`src/rtl/car_lane_controller_if.sv`:
```
// Bus between the lane controller and its surroundings: frame/game control in,
// car X positions, direction flags and the update-done pulse out.
interface car_lane_controller_if;
   logic       i_Frame_Tick;
   logic       i_Enable;
   logic       i_Restart;
   logic [1:0] i_Level;
   logic [9:0] o_Car_1X_Position;
   logic [9:0] o_Car_2X_Position;
   logic [9:0] o_Car_3X_Position;
   logic [9:0] o_Car_4X_Position;
   logic [3:0] o_Reverse;
   logic       o_Update_Done;

   modport master (
      output i_Frame_Tick, i_Enable, i_Restart, i_Level,
      input  o_Car_1X_Position, o_Car_2X_Position, o_Car_3X_Position,
             o_Car_4X_Position, o_Reverse, o_Update_Done
   );

   modport slave (
      input  i_Frame_Tick, i_Enable, i_Restart, i_Level,
      output o_Car_1X_Position, o_Car_2X_Position, o_Car_3X_Position,
             o_Car_4X_Position, o_Reverse, o_Update_Done
   );
endinterface

```
`src/rtl/car_lane_controller.sv`:
```
// Four-lane car position generator: on each frame tick a small FSM walks the lanes
// in turn during vertical blanking, stepping each car when its level-scaled divider expires.
module car_lane_controller #(
   parameter int          H_VISIBLE_AREA = 640,
   parameter int          CAR_STEP       = 4,
   parameter logic [31:0] LANE_PERIODS   = {8'd4, 8'd3, 8'd2, 8'd1},
   parameter logic [39:0] INIT_X         = {10'd480, 10'd320, 10'd160, 10'd0},
   parameter logic [3:0]  LANE_REVERSE   = 4'b1010
) (
   input logic                  i_Clk,
   input logic                  i_Rst_N,
   car_lane_controller_if.slave bus
);

   typedef enum logic [2:0] {IDLE, LANE0, LANE1, LANE2, LANE3, DONE} state_t;

   state_t     state_q, state_d;
   logic [9:0] pos_q [4];
   logic [9:0] pos_d [4];
   logic [7:0] cnt_q [4];
   logic [7:0] cnt_d [4];
   logic [3:0] rev_q, rev_d;
   logic       done_q, done_d;

   logic       lane_active;
   logic [1:0] lane_sel;
   logic [7:0] eff;
   logic [8:0] cnt_inc;

   // Wrapping one-step move; intermediates are 11 bits so x + H never overflows.
   function automatic logic [9:0] next_pos(input logic [9:0] x, input logic rev);
      logic [10:0] xw;
      logic [10:0] sum;
      xw  = {1'b0, x};
      sum = xw + 11'(CAR_STEP);
      if (rev) begin
         if (xw < 11'(CAR_STEP)) next_pos = 10'(xw + 11'(H_VISIBLE_AREA) - 11'(CAR_STEP));
         else                    next_pos = 10'(xw - 11'(CAR_STEP));
      end else begin
         if (sum >= 11'(H_VISIBLE_AREA)) next_pos = 10'(sum - 11'(H_VISIBLE_AREA));
         else                            next_pos = sum[9:0];
      end
   endfunction

   always_comb begin
      state_d     = state_q;
      pos_d       = pos_q;
      cnt_d       = cnt_q;
      rev_d       = rev_q;
      done_d      = 1'b0;
      lane_active = 1'b0;
      lane_sel    = 2'd0;
      eff         = 8'd1;
      cnt_inc     = 9'd0;

      case (state_q)
         IDLE:    if (bus.i_Frame_Tick && bus.i_Enable) state_d = LANE0;
         LANE0:   begin lane_active = 1'b1; lane_sel = 2'd0; state_d = LANE1; end
         LANE1:   begin lane_active = 1'b1; lane_sel = 2'd1; state_d = LANE2; end
         LANE2:   begin lane_active = 1'b1; lane_sel = 2'd2; state_d = LANE3; end
         LANE3:   begin lane_active = 1'b1; lane_sel = 2'd3; state_d = DONE; done_d = 1'b1; end
         DONE:    state_d = IDLE;
         default: state_d = IDLE;
      endcase

      // A zero effective period (base shifted out by a high level) still moves every frame.
      if (lane_active) begin
         eff = LANE_PERIODS[8*lane_sel +: 8] >> bus.i_Level;
         if (eff == 8'd0) eff = 8'd1;
         cnt_inc = {1'b0, cnt_q[lane_sel]} + 9'd1;
         if (cnt_inc >= {1'b0, eff}) begin
            pos_d[lane_sel] = next_pos(pos_q[lane_sel], LANE_REVERSE[lane_sel]);
            cnt_d[lane_sel] = 8'd0;
         end else begin
            cnt_d[lane_sel] = cnt_inc[7:0];
         end
      end

      if (bus.i_Restart) begin
         state_d = IDLE;
         done_d  = 1'b0;
         for (int i = 0; i < 4; i++) begin
            pos_d[i] = INIT_X[10*i +: 10];
            cnt_d[i] = 8'd0;
         end
      end
   end

   always_ff @(posedge i_Clk or negedge i_Rst_N) begin
      if (!i_Rst_N) begin
         state_q <= IDLE;
         rev_q   <= LANE_REVERSE;
         done_q  <= 1'b0;
         for (int i = 0; i < 4; i++) begin
            pos_q[i] <= INIT_X[10*i +: 10];
            cnt_q[i] <= 8'd0;
         end
      end else begin
         state_q <= state_d;
         rev_q   <= rev_d;
         done_q  <= done_d;
         for (int i = 0; i < 4; i++) begin
            pos_q[i] <= pos_d[i];
            cnt_q[i] <= cnt_d[i];
         end
      end
   end

   assign bus.o_Car_1X_Position = pos_q[0];
   assign bus.o_Car_2X_Position = pos_q[1];
   assign bus.o_Car_3X_Position = pos_q[2];
   assign bus.o_Car_4X_Position = pos_q[3];
   assign bus.o_Reverse         = rev_q;
   assign bus.o_Update_Done     = done_q;

endmodule

```
`src/flat_wrapper.sv`:
```
// flat-port wrapper written by rule: the top's interface ports become plain ports
module car_lane_controller_flat 
#(
   parameter int          H_VISIBLE_AREA = 640,
   parameter int          CAR_STEP       = 4,
   parameter logic [31:0] LANE_PERIODS   = {8'd4, 8'd3, 8'd2, 8'd1},
   parameter logic [39:0] INIT_X         = {10'd480, 10'd320, 10'd160, 10'd0},
   parameter logic [3:0]  LANE_REVERSE   = 4'b1010
)
  (i_Clk, i_Rst_N, bus_i_Frame_Tick, bus_i_Enable, bus_i_Restart, bus_i_Level, bus_o_Car_1X_Position, bus_o_Car_2X_Position, bus_o_Car_3X_Position, bus_o_Car_4X_Position, bus_o_Reverse, bus_o_Update_Done);
  car_lane_controller_if bus_i ();
  input logic i_Clk;
  input logic i_Rst_N;
  input wire logic [$bits(bus_i.i_Frame_Tick)-1:0] bus_i_Frame_Tick;
  input wire logic [$bits(bus_i.i_Enable)-1:0] bus_i_Enable;
  input wire logic [$bits(bus_i.i_Restart)-1:0] bus_i_Restart;
  input wire logic [$bits(bus_i.i_Level)-1:0] bus_i_Level;
  output wire logic [$bits(bus_i.o_Car_1X_Position)-1:0] bus_o_Car_1X_Position;
  output wire logic [$bits(bus_i.o_Car_2X_Position)-1:0] bus_o_Car_2X_Position;
  output wire logic [$bits(bus_i.o_Car_3X_Position)-1:0] bus_o_Car_3X_Position;
  output wire logic [$bits(bus_i.o_Car_4X_Position)-1:0] bus_o_Car_4X_Position;
  output wire logic [$bits(bus_i.o_Reverse)-1:0] bus_o_Reverse;
  output wire logic [$bits(bus_i.o_Update_Done)-1:0] bus_o_Update_Done;
  assign bus_i.i_Frame_Tick = bus_i_Frame_Tick;
  assign bus_i.i_Enable = bus_i_Enable;
  assign bus_i.i_Restart = bus_i_Restart;
  assign bus_i.i_Level = bus_i_Level;
  assign bus_o_Car_1X_Position = bus_i.o_Car_1X_Position;
  assign bus_o_Car_2X_Position = bus_i.o_Car_2X_Position;
  assign bus_o_Car_3X_Position = bus_i.o_Car_3X_Position;
  assign bus_o_Car_4X_Position = bus_i.o_Car_4X_Position;
  assign bus_o_Reverse = bus_i.o_Reverse;
  assign bus_o_Update_Done = bus_i.o_Update_Done;
  car_lane_controller #(.H_VISIBLE_AREA(H_VISIBLE_AREA), .CAR_STEP(CAR_STEP), .LANE_PERIODS(LANE_PERIODS), .INIT_X(INIT_X), .LANE_REVERSE(LANE_REVERSE)) u_core (.i_Clk(i_Clk), .i_Rst_N(i_Rst_N), .bus(bus_i));
endmodule
```
`config.mk`:
```
export PLATFORM = sky130hd
export DESIGN_NAME = car_lane_controller_flat
export DESIGN_NICKNAME = d
export VERILOG_FILES = /design/src/rtl/car_lane_controller_if.sv /design/src/rtl/car_lane_controller.sv /design/src/flat_wrapper.sv
export SDC_FILE = /design/constraint.sdc
export NUM_CORES = 1
export LEC_CHECK = 0
export ABC_AREA = 1
export CAP_MARGIN = 5
export CELL_PAD_IN_SITES_DETAIL_PLACEMENT = 1
export CELL_PAD_IN_SITES_GLOBAL_PLACEMENT = 2
export CORE_UTILIZATION = 36
export CTS_BUF_LIST = sky130_fd_sc_hd__clkbuf_4 sky130_fd_sc_hd__clkbuf_8
export CTS_CLUSTER_DIAMETER = 120
export DETAILED_ROUTE_END_ITERATION = 12
export GPL_ROUTABILITY_DRIVEN = 0
export PLACE_DENSITY_LB_ADDON = 0.1
export SLEW_MARGIN = 20
export SYNTH_ARGS = -nofsm -noshare
export SYNTH_HDL_FRONTEND = slang
export SYNTH_SLANG_ARGS = --single-unit
```
`constraint.sdc`:
```
create_clock -name i_Clk -period 6.1 [get_ports i_Clk]
set_clock_uncertainty 0.15 [all_clocks]
set_input_delay 0.61 -clock i_Clk [delete_from_list [all_inputs] [get_ports i_Clk]]
set_output_delay 0.61 -clock i_Clk [all_outputs]
set_load 0.05 [all_outputs]
```
---- Word-level counts from Yosys, hierarchy flattened ----
Cells that the tools add are included.
storage, ports and cells
  register bits after elaboration ......... 76
  bits in latches ......................... 0
  bits in writable memories ............... 0
  ROM bits ................................ 0
  bits of input ports ..................... 7
  output and inout port bits .............. 45
  word-level logic and storage cells ...... 74
  memories kept ........................... 0
operators by class
  $add $sub $neg .......................... 6
  multipliers ............................. 0
  divide/modulo/power cells ............... 0
  $lt $le $gt $ge ......................... 6
  equal/unequal tests ..................... 5
  shifts and indexed selects .............. 2
  multiplexer cells ....................... 34
  bitwise logic cells ..................... 3
  reduce and logical (&&, ||, !) cells .... 8
operators with widths
  operator                 count
  $mux 40                  3
  $mux 32                  3
  $mux 10                  8
  $bwmux 40                1
  $mux 8                   5
  $and 32x32->32           1
  $bwmux 32                1
  $not 32->32              1
  $shiftx 32x6->8 const A  1
  $bmux 10 s2              1
  $demux 10 s2             1
  $sub 10x3->10 const B    2
  $bmux 8 s2               1
  $demux 8 s2              1
  $pmux 3 s5               1
  $add 10x3->11 const B    1
  $ge 11x10->1 const B     1
  $add 10x10->10 const B   1
  $lt 10x3->1 const B      1
  $sub 10x10->10 const B   1
  $add 8x1->9 const B      1
  $ge 9x8->1               1
  $logic_not 8->1          1
  $shr 8x2->8              1
  17 further kinds         24

---- Longest topological paths before layout ----
Gate-level depths: netlist (run 1).
  word-level depth ........................ 16
  gate-level depth with buffers ........... 27
  mapped depth without buffers ............ 24

---- Worst setup path after synthesis (run 1) ----
No wires, ideal clock.
  path type ............................... reg2reg
  start ................................... reg u_core.state_q[1]
  end ..................................... reg u_core.cnt_q[0] in the netlist's numbering
  library setup time ...................... 0.128 ns
  data arrival time ....................... 3.375 ns
  data required time ...................... 5.822 ns
  path slack .............................. 2.446 ns
  cell stages (with the launch flop) ...... 22
  buffers on the path ..................... 3
  period minus slack after synthesis ...... 3.654 ns
  path through ............................ dfrtp_1 -> nand2_2 -> nand3_2 -> buf_4 -> inv_2 -> clkbuf_1 -> ha_1 -> inv_1 -> a21oi_1 -> o21ai_0 -> a22oi_1 -> o21ai_0 -> ha_1 -> o21ai_0 -> nand2_1 -> a21oi_1 -> nand3_1 -> nor2_2 -> nand3_1 -> buf_6 -> o21ai_4 -> o21ai_1
between the ends
  cells in the longest elaborated chain, start to end .. 12
  elaborated cells between the ends (all ways) .. 30
  classes of those cells .................. add/sub (1); order compare (3); eq/ne (4); shift (2); mux (13); bitwise (3); reduce/logical (4)
RTL lines
  what                                                                 line                        source
  start, declared                                                      car_lane_controller.sv:17   state_t state_q, state_d;
  start signal, assigned                                               car_lane_controller.sv:99   state_q <= state_d;
  parallel branches: the longest is 12 deep, another holds $ge 9x8->1  -
  end signal, assigned by index                                        car_lane_controller.sv:104  cnt_q[i] <= cnt_d[i];
  end, declared                                                        car_lane_controller.sv:20   logic [7:0] cnt_q [4];
Parallel ways; which one is timed is not known. The select of a mux whose other input is x is not followed.
A chain may end at the register's enable or synchronous reset.

---- Worst setup path after layout (run 1) ----
  start ................................... reg u_core.state_q[0]
  end ..................................... reg u_core.pos_q (netlist bit u_core.bus.o_Car_4X_Position[1])
between the ends
  cells in the longest elaborated chain, start to end .. 16
  elaborated cells between the ends (all ways) .. 47
  classes of those cells .................. add/sub (6); order compare (5); eq/ne (4); shift (2); mux (23); bitwise (1); reduce/logical (6)
RTL lines
  what                                                    line                                                  source
  $eq 3x3->1 / $eq 3x2->1 (equally long branches)         car_lane_controller.sv:56                             case (state_q)
  $pmux 2 s3                                              car_lane_controller.sv:56
  $not 2->3 (implied by the code)                         car_lane_controller.sv:70, car_lane_controller.sv:72
  $bmux 10 s2                                             car_lane_controller.sv:72                             pos_d[lane_sel] = next_pos(pos_q[lane_sel], LANE_REVERSE[lane_sel]);
  $mux 10 (implied by the code) (2 in a row)              car_lane_controller.sv:72
  $add 10x3->11 / $add 10x10->10 (equally long branches)  car_lane_controller.sv:35, car_lane_controller.sv:37
  $sub 10x10->10 (tied with other cells)                  car_lane_controller.sv:40                             if (sum >= 11'(H_VISIBLE_AREA)) next_pos = 10'(sum - 11'(H_VISIBLE_AREA));
  $mux 10 (on tied branches)                              car_lane_controller.sv:40, car_lane_controller.sv:37
  $mux 10                                                 car_lane_controller.sv:36                             if (rev) begin
  $mux 10                                                 car_lane_controller.sv:71                             if (cnt_inc >= {1'b0, eff}) begin
  $mux 10                                                 car_lane_controller.sv:67                             if (lane_active) begin
  $bwmux 40                                               car_lane_controller.sv:72
  $mux 40                                                 car_lane_controller.sv:71
  $mux 40                                                 car_lane_controller.sv:67
  $mux 40                                                 car_lane_controller.sv:79                             if (bus.i_Restart) begin
  end signal, assigned by index                           car_lane_controller.sv:95                             pos_q[i] <= INIT_X[10*i +: 10];
  end signal, assigned by index                           car_lane_controller.sv:103                            pos_q[i] <= pos_d[i];
  end, declared                                           car_lane_controller.sv:18                             logic [9:0] pos_q [4];
Parallel ways exist; a longest one is shown, timed or not. The select of a mux whose other input is x is not followed.

==> results of run 1 <==
power breakdown:
part	internal [W]	switching (W)	leakage [nW]
Sequential	0.000619	0.0000816	1.02
Clock	0.000232	0.000211	0.110
Combinational	0.000419	0.00111	1.86
metrics by stage:
| step | utilization, % | power, W | hold WS (ps) |
|---|---|---|---|
| after detailed placement | 40.9 | 0.00223 | 317 |
| after CTS | 42.5 | 0.00269 | 300 |
| after global routing | 42.5 | 0.00289 | 149 |
| after floorplan | - | 0.00178 | 164 |
| final | 42.5 | 0.00268 | 86.5 |
| after global placement | 40.9 | 0.00220 | 305 |
kinds of logic (layout without fill, tap and decap cells):
kind of cell	count (synthesis)	after routing	share of synthesized area (%)
adder cells (fa/ha/maj)	12	12	2.94
other	2	4	0.147
XOR/XNOR	3	3	0.514
AND/OR/NAND/NOR	425	425	36.2
buffers and inverters	138	178	11.5
flip-flops	76	76	37.4
AO/OA/AOI/OAI	101	101	11.3
worst paths after layout:
kind / startpoint / to / slack (ps)
worst max-delay path: u_core.state_q[0] / u_core.bus.o_Car_4X_Position[1] / 1030
worst min-delay path: i_Rst_N / u_core.cnt_q[24] / 90
worst max register to register: u_core.state_q[0] / u_core.bus.o_Car_4X_Position[1] / 1030
worst min register to register: u_core.cnt_q[6] / u_core.cnt_q[6] / 330
max in group asynchronous: i_Rst_N / u_core.cnt_q[14] / 5160
min in group i_Clk: u_core.cnt_q[6] / u_core.cnt_q[6] / 330
worst reg2reg max path, stage by stage, from the launching register on:
cell	delay [ps]
dfrtp_1	420
inv_2	410
nand3_2	480
inv_2	460
ha_1	370
inv_1	130
a21oi_1	150
o21ai_0	130
a22oi_1	150
o21ai_0	110
ha_1	280
o21ai_0	80
nand2_1	60
a21oi_1	60
nand3_1	90
nor2_2	50
nand2_2	280
nand2_2	210
nor2_1	700
nand2_1	120
o21ai_1	120
flip-flops by register name, summed over array words and instances, names as in the netlist:
signal and flops:
u_core.cnt_q 32, u_core.bus.o_Update_Done 1, u_core.state_q 3, u_core.bus.o_Car_1X_Position 10, u_core.bus.o_Car_3X_Position 10, u_core.bus.o_Car_2X_Position 10
u_core.bus.o_Car_4X_Position 10
layer usage:
metal | global-route usage (%) | vias up
li1 | - | 2480
met1 | 38.0 | 2540
met2 | 39.4 | 116
met3 | 2.96 | 16
met4 | 7.56 | 0
met5 | 0 | -
cell usage after synthesis (all sizes together):
| library cell | number | area, um2 |
|---|---|---|
| nand4 | 29 | 181 |
| clkbuf | 6 | 22.5 |
| dfrtp | 68 | 1700 |
| a21oi | 13 | 65.1 |
| nand3b | 2 | 15.0 |
| o21bai | 1 | 7.51 |
| conb | 2 | 7.51 |
| o2111ai | 1 | 8.76 |
| o211ai | 1 | 7.51 |
| buf | 22 | 153 |
| nand3 | 65 | 340 |
| ha | 12 | 150 |
| nor3 | 5 | 25.0 |
| o21a | 1 | 7.51 |
| xnor2 | 2 | 17.5 |
| a31oi | 1 | 6.26 |
| xor2 | 1 | 8.76 |
| o21ai | 78 | 439 |
| a22oi | 1 | 7.51 |
| o22ai | 1 | 6.26 |
| nand2 | 281 | 1090 |
| nor2 | 43 | 191 |
| dfstp | 8 | 210 |
| a311oi | 1 | 8.76 |
| inv | 110 | 413 |
| o31ai | 2 | 15.0 |
area by class of cell:
cell class	count	area (um2)	share of cell area [%]
timing repair buffer	52	509	8.63
sequential	76	1910	32.4
multi-input combinational	545	2620	44.4
clock buffer	9	124	2.10
clock inverter	7	98.8	1.68
tap	180	225	3.82
inverter	110	413	7.00
==> flow_metrics.env, run 1 <==
export IMPL_outcome="finished, final reports clean"
export IMPL_area_growth_pct=15.4
export IMPL_drt_met1_wl_um=8800
export IMPL_yosys_warnings=0
export IMPL_core_um2=13900
export IMPL_placementRows=43
export IMPL_ant_nets=0
export IMPL_end_kind="flip-flop"
export IMPL_numCtsBuffers=9
export IMPL_dpl_hpwl_um=13000
export IMPL_cp_num_cells=20
export IMPL_cpMaxStageDelayCell="nor2_1"
export IMPL_ys_seq_area_share_pct=37.4
export IMPL_met3_length_um=724
export IMPL_critPathTopFamily="simple AND/OR/NAND/NOR gates"
export IMPL_holdCritPathClass="primary input to async pin"
export IMPL_cts_buffer_depth=2
export IMPL_routed_wl_um=17600
export IMPL_rr_worst_depth=20
export IMPL_grt_setup_unrepaired="no"
export IMPL_syn_area_um2=5110
export IMPL_setup_worst_path_class="flip-flop to flip-flop"
export IMPL_drive_gt1_share_pct=8.64
export IMPL_dr_pass1_iters=5
export IMPL_layout_common_cells="269 x nand2_1, 101 x inv_1, 68 x dfrtp_1"
export IMPL_viasPerCell=5.26
export IMPL_clkTransAtPathRegs_ps=90
export IMPL_grt_pass1_vias=5225
export IMPL_tightestPinTransition_ps=856
export IMPL_cts_sinks=76
export IMPL_overflow=0
export IMPL_die_h_um=121
export IMPL_cts_tree="built"
export IMPL_synth_seq_cells=76
export IMPL_max_freq_ghz=0.197
export IMPL_post_cts_setup_buffers=0
export IMPL_setup_ws_ps=1030
export IMPL_cp_start_kind="flip-flop"
export IMPL_critPathBufInv=3
export IMPL_drtIter0Drc=337
export IMPL_slowest_delay_ps=700
export IMPL_clk_latency_ps=370
export IMPL_initial_core_util_pct=36.8
export IMPL_final_cell_area_um2=5900
export IMPL_postSynthCellCount=757
export IMPL_period_share_pct=83.1
export IMPL_setup_viol_count_final=0
export IMPL_synth_cell_types=38
export IMPL_min_period_ps=5070
export IMPL_cts_max_level=3
export IMPL_fin_setup_tns_ps=0
export IMPL_placedCellCount=963
export IMPL_crit_top_cell="o21ai_0"
export IMPL_io_buffers=47
export IMPL_maxCapViolCount=0
export IMPL_instances_no_fill=979
export IMPL_final_common_cell="nand2_1"
export IMPL_nFillCells=1811
export IMPL_die_area_um2=14700
export IMPL_wl_per_cell_um=18.0
export IMPL_worstPathRequired_ps=6240
export IMPL_dr_wl_met2_um=7880
export IMPL_antenna_found_initial=0
export IMPL_slew_violations=0
export IMPL_ios=52
export IMPL_vias=5152
export IMPL_final_hold_viol_count=0
export IMPL_path_cells="inv_2 > nand3_2 > inv_2 > ha_1 > inv_1 > a21oi_1 > o21ai_0 > a22oi_1 > o21ai_0 > ha_1 > o21ai_0 > nand2_1 > a21oi_1 > nand3_1 > nor2_2 > nand2_2 > nand2_2 > nor2_1 > nand2_1 > o21ai_1"
export IMPL_irDropWorstVdd_mv=0.150
export IMPL_p_per_area_nw_per_um2=454
export IMPL_grt_pass1_wl_um=28800
export IMPL_route_detailed_drc=0
export IMPL_cts_hold_buffers=0
export IMPL_final_nets=813
export IMPL_antenna_cells=0
export IMPL_p_leak_nw=2.99
export IMPL_crit_fanout=27
export IMPL_dpl_cell_area_um2=5670
export IMPL_grt_use_total_pct=25.8
export IMPL_dr_max_layer_used="met4"
export IMPL_grt_max_degree=77
export IMPL_die_w_um=121
export IMPL_critPathArrivalTime_ps=5210
export IMPL_post_cts_resized=0
export IMPL_avgSynthCellArea_um2=6.75
export IMPL_relSlewSlack_pct=42.7
export IMPL_cts_root_buf="clkbuf_8"
export IMPL_place_ws_ps=1150
No activity file was read; power rests on OpenSTA's default activity.
==> run 2, diff against run 1 <==
CORE_UTILIZATION = 33   (was 36)
clock period = 5.2 ns   (was 6.1 ns; I/O delays follow)
==> flow_metrics.env, run 2 (synthesized netlist as in run 1, its figures left out) <==
export IMPL_die_w_um=126
export IMPL_wl_per_cell_um=18.5
export IMPL_max_freq_ghz=0.225
export IMPL_final_nets=816
export IMPL_cts_tree="built"
export IMPL_critPathArrivalTime_ps=4610
export IMPL_grt_pass1_vias=5306
export IMPL_layout_common_cells="269 x nand2_1, 101 x inv_1, 68 x dfrtp_1"
export IMPL_final_hold_viol_count=5
export IMPL_relSlewSlack_pct=49.8
export IMPL_drtIter0Drc=297
export IMPL_placementRows=45
export IMPL_grt_setup_unrepaired="no"
export IMPL_regArea_um2=1910
export IMPL_routed_wl_um=18300
export IMPL_viasPerCell=5.30
export IMPL_setup_worst_path_class="flip-flop to flip-flop"
export IMPL_p_per_area_nw_per_um2=540
export IMPL_overflow=0
export IMPL_ios=52
export IMPL_route_detailed_drc=0
export IMPL_vias=5243
export IMPL_io_buffers=47
export IMPL_holdWs_ps=-17.8
export IMPL_grt_use_total_pct=24.5
export IMPL_post_cts_resized=0
export IMPL_utilization_pct=39.3
export IMPL_holdCritPathClass="primary input to async pin"
export IMPL_largest_reg_flops=32
export IMPL_maxCapViolCount=0
export IMPL_crit_fanout=24
export IMPL_clkTransAtPathRegs_ps=90
export IMPL_cts_root_buf="clkbuf_8"
export IMPL_post_cts_setup_buffers=0
export IMPL_nFillCells=1982
export IMPL_cts_max_level=3
export IMPL_end_kind="flip-flop"
export IMPL_worstPathRequired_ps=5380
export IMPL_die_area_um2=16000
export IMPL_irDropWorstVdd_mv=0.176
export IMPL_antenna_found_initial=0
export IMPL_p_leak_nw=3.01
export IMPL_top_register="u_core.cnt_q"
export IMPL_grt_max_degree=77
export IMPL_ant_nets=0
export IMPL_placedCellCount=974
export IMPL_slew_violations=0
export IMPL_violations="negative hold slack"
export IMPL_core_um2=15100
export IMPL_cts_buffer_depth=2
export IMPL_dpl_hpwl_um=13500
export IMPL_setup_viol_count_final=0
export IMPL_period_share_pct=85.3
export IMPL_tightestPinTransition_ps=752
export IMPL_antenna_cells=0
export IMPL_initial_core_util_pct=33.7
export IMPL_cp_start_kind="flip-flop"
export IMPL_drive_gt1_share_pct=8.98
export IMPL_numCtsBuffers=9
export IMPL_area_growth_pct=16.3
export IMPL_final_common_cell="nand2_1"
export IMPL_clk_latency_ps=390
export IMPL_outcome="finished, violations left"
export IMPL_instances_no_fill=990
export IMPL_grt_pass1_wl_um=30000
export IMPL_multi_input_area_um2=2620
export IMPL_cts_sinks=76
export IMPL_fin_setup_tns_ps=0
export IMPL_cts_hold_buffers=0
export IMPL_min_period_ps=4440
export IMPL_die_h_um=126
export IMPL_dr_pass1_iters=6
run 2: final timing paths:
kind | startpoint | to | slack [ps] | cells past startpoint
setup / recovery | u_core.state_q[1] | u_core.bus.o_Car_4X_Position[7] | 760 | 22
hold / removal | i_Rst_N | u_core.cnt_q[24] | -20 | 1
setup reg to reg | u_core.state_q[1] | u_core.bus.o_Car_4X_Position[7] | 760 | 22
hold reg to reg | u_core.cnt_q[19] | u_core.cnt_q[19] | 340 | 2
max in group asynchronous | i_Rst_N | u_core.bus.o_Car_1X_Position[7] | 4360 | 1
min in group i_Clk | u_core.cnt_q[19] | u_core.cnt_q[19] | 340 | 2
run 2: worst max-delay path, stage by stage, from the launching register on:
cell and delay, ps:
dfrtp_1 430, nand2_1 120, nor2_1 240, inv_2 150, nand2_4 280, ha_1 390
inv_1 140, a21oi_1 130, o21ai_0 130, a22oi_1 150, o21ai_0 130, ha_1 290
o21ai_0 80, nand2_1 60, a21oi_1 60, nand3_1 90, nor2_2 50, nand2_2 260
nand2_2 200, nor2_1 620, nand2_1 110, nand2_1 90, inv_1 40
run 2: cell type report:
| type | instances | share of cell area [%] |
|---|---|---|
| sequential | 76 | 32.2 |
| clock inverter | 5 | 1.41 |
| clock buffer | 11 | 2.55 |
| timing repair buffer | 55 | 8.94 |
| inverter | 110 | 6.94 |
| multi-input combinational | 545 | 44.0 |
| tap | 188 | 3.96 |
run 2: metrics by stage:
| step | hold slack, ps | power (W) | area, um2 | worst slack, ps |
|---|---|---|---|---|
| floorplan | 74.4 | 0.00209 | 5120 | 1550 |
| global placement | 309 | 0.00262 | 5710 | 1090 |
| detailed placement | 328 | 0.00266 | 5710 | 864 |
| CTS | 200 | 0.00322 | 5940 | 827 |
| global route | 60.5 | 0.00347 | 5950 | 358 |
| finish | -17.8 | 0.00321 | 5950 | 764 |
run 2: metal layers:
layer  wire, um  track usage [%]
met1       9270             35.9
met4        265             6.80
met2       8000             37.8
met5          0                0
met3        786             2.70
run 2: power breakdown:
part | total (W) | internal (W) | switching, W
combinational | 0.00183 | 0.000501 | 0.00133
clock | 0.000557 | 0.000297 | 0.000259
sequential | 0.000827 | 0.000727 | 0.000100
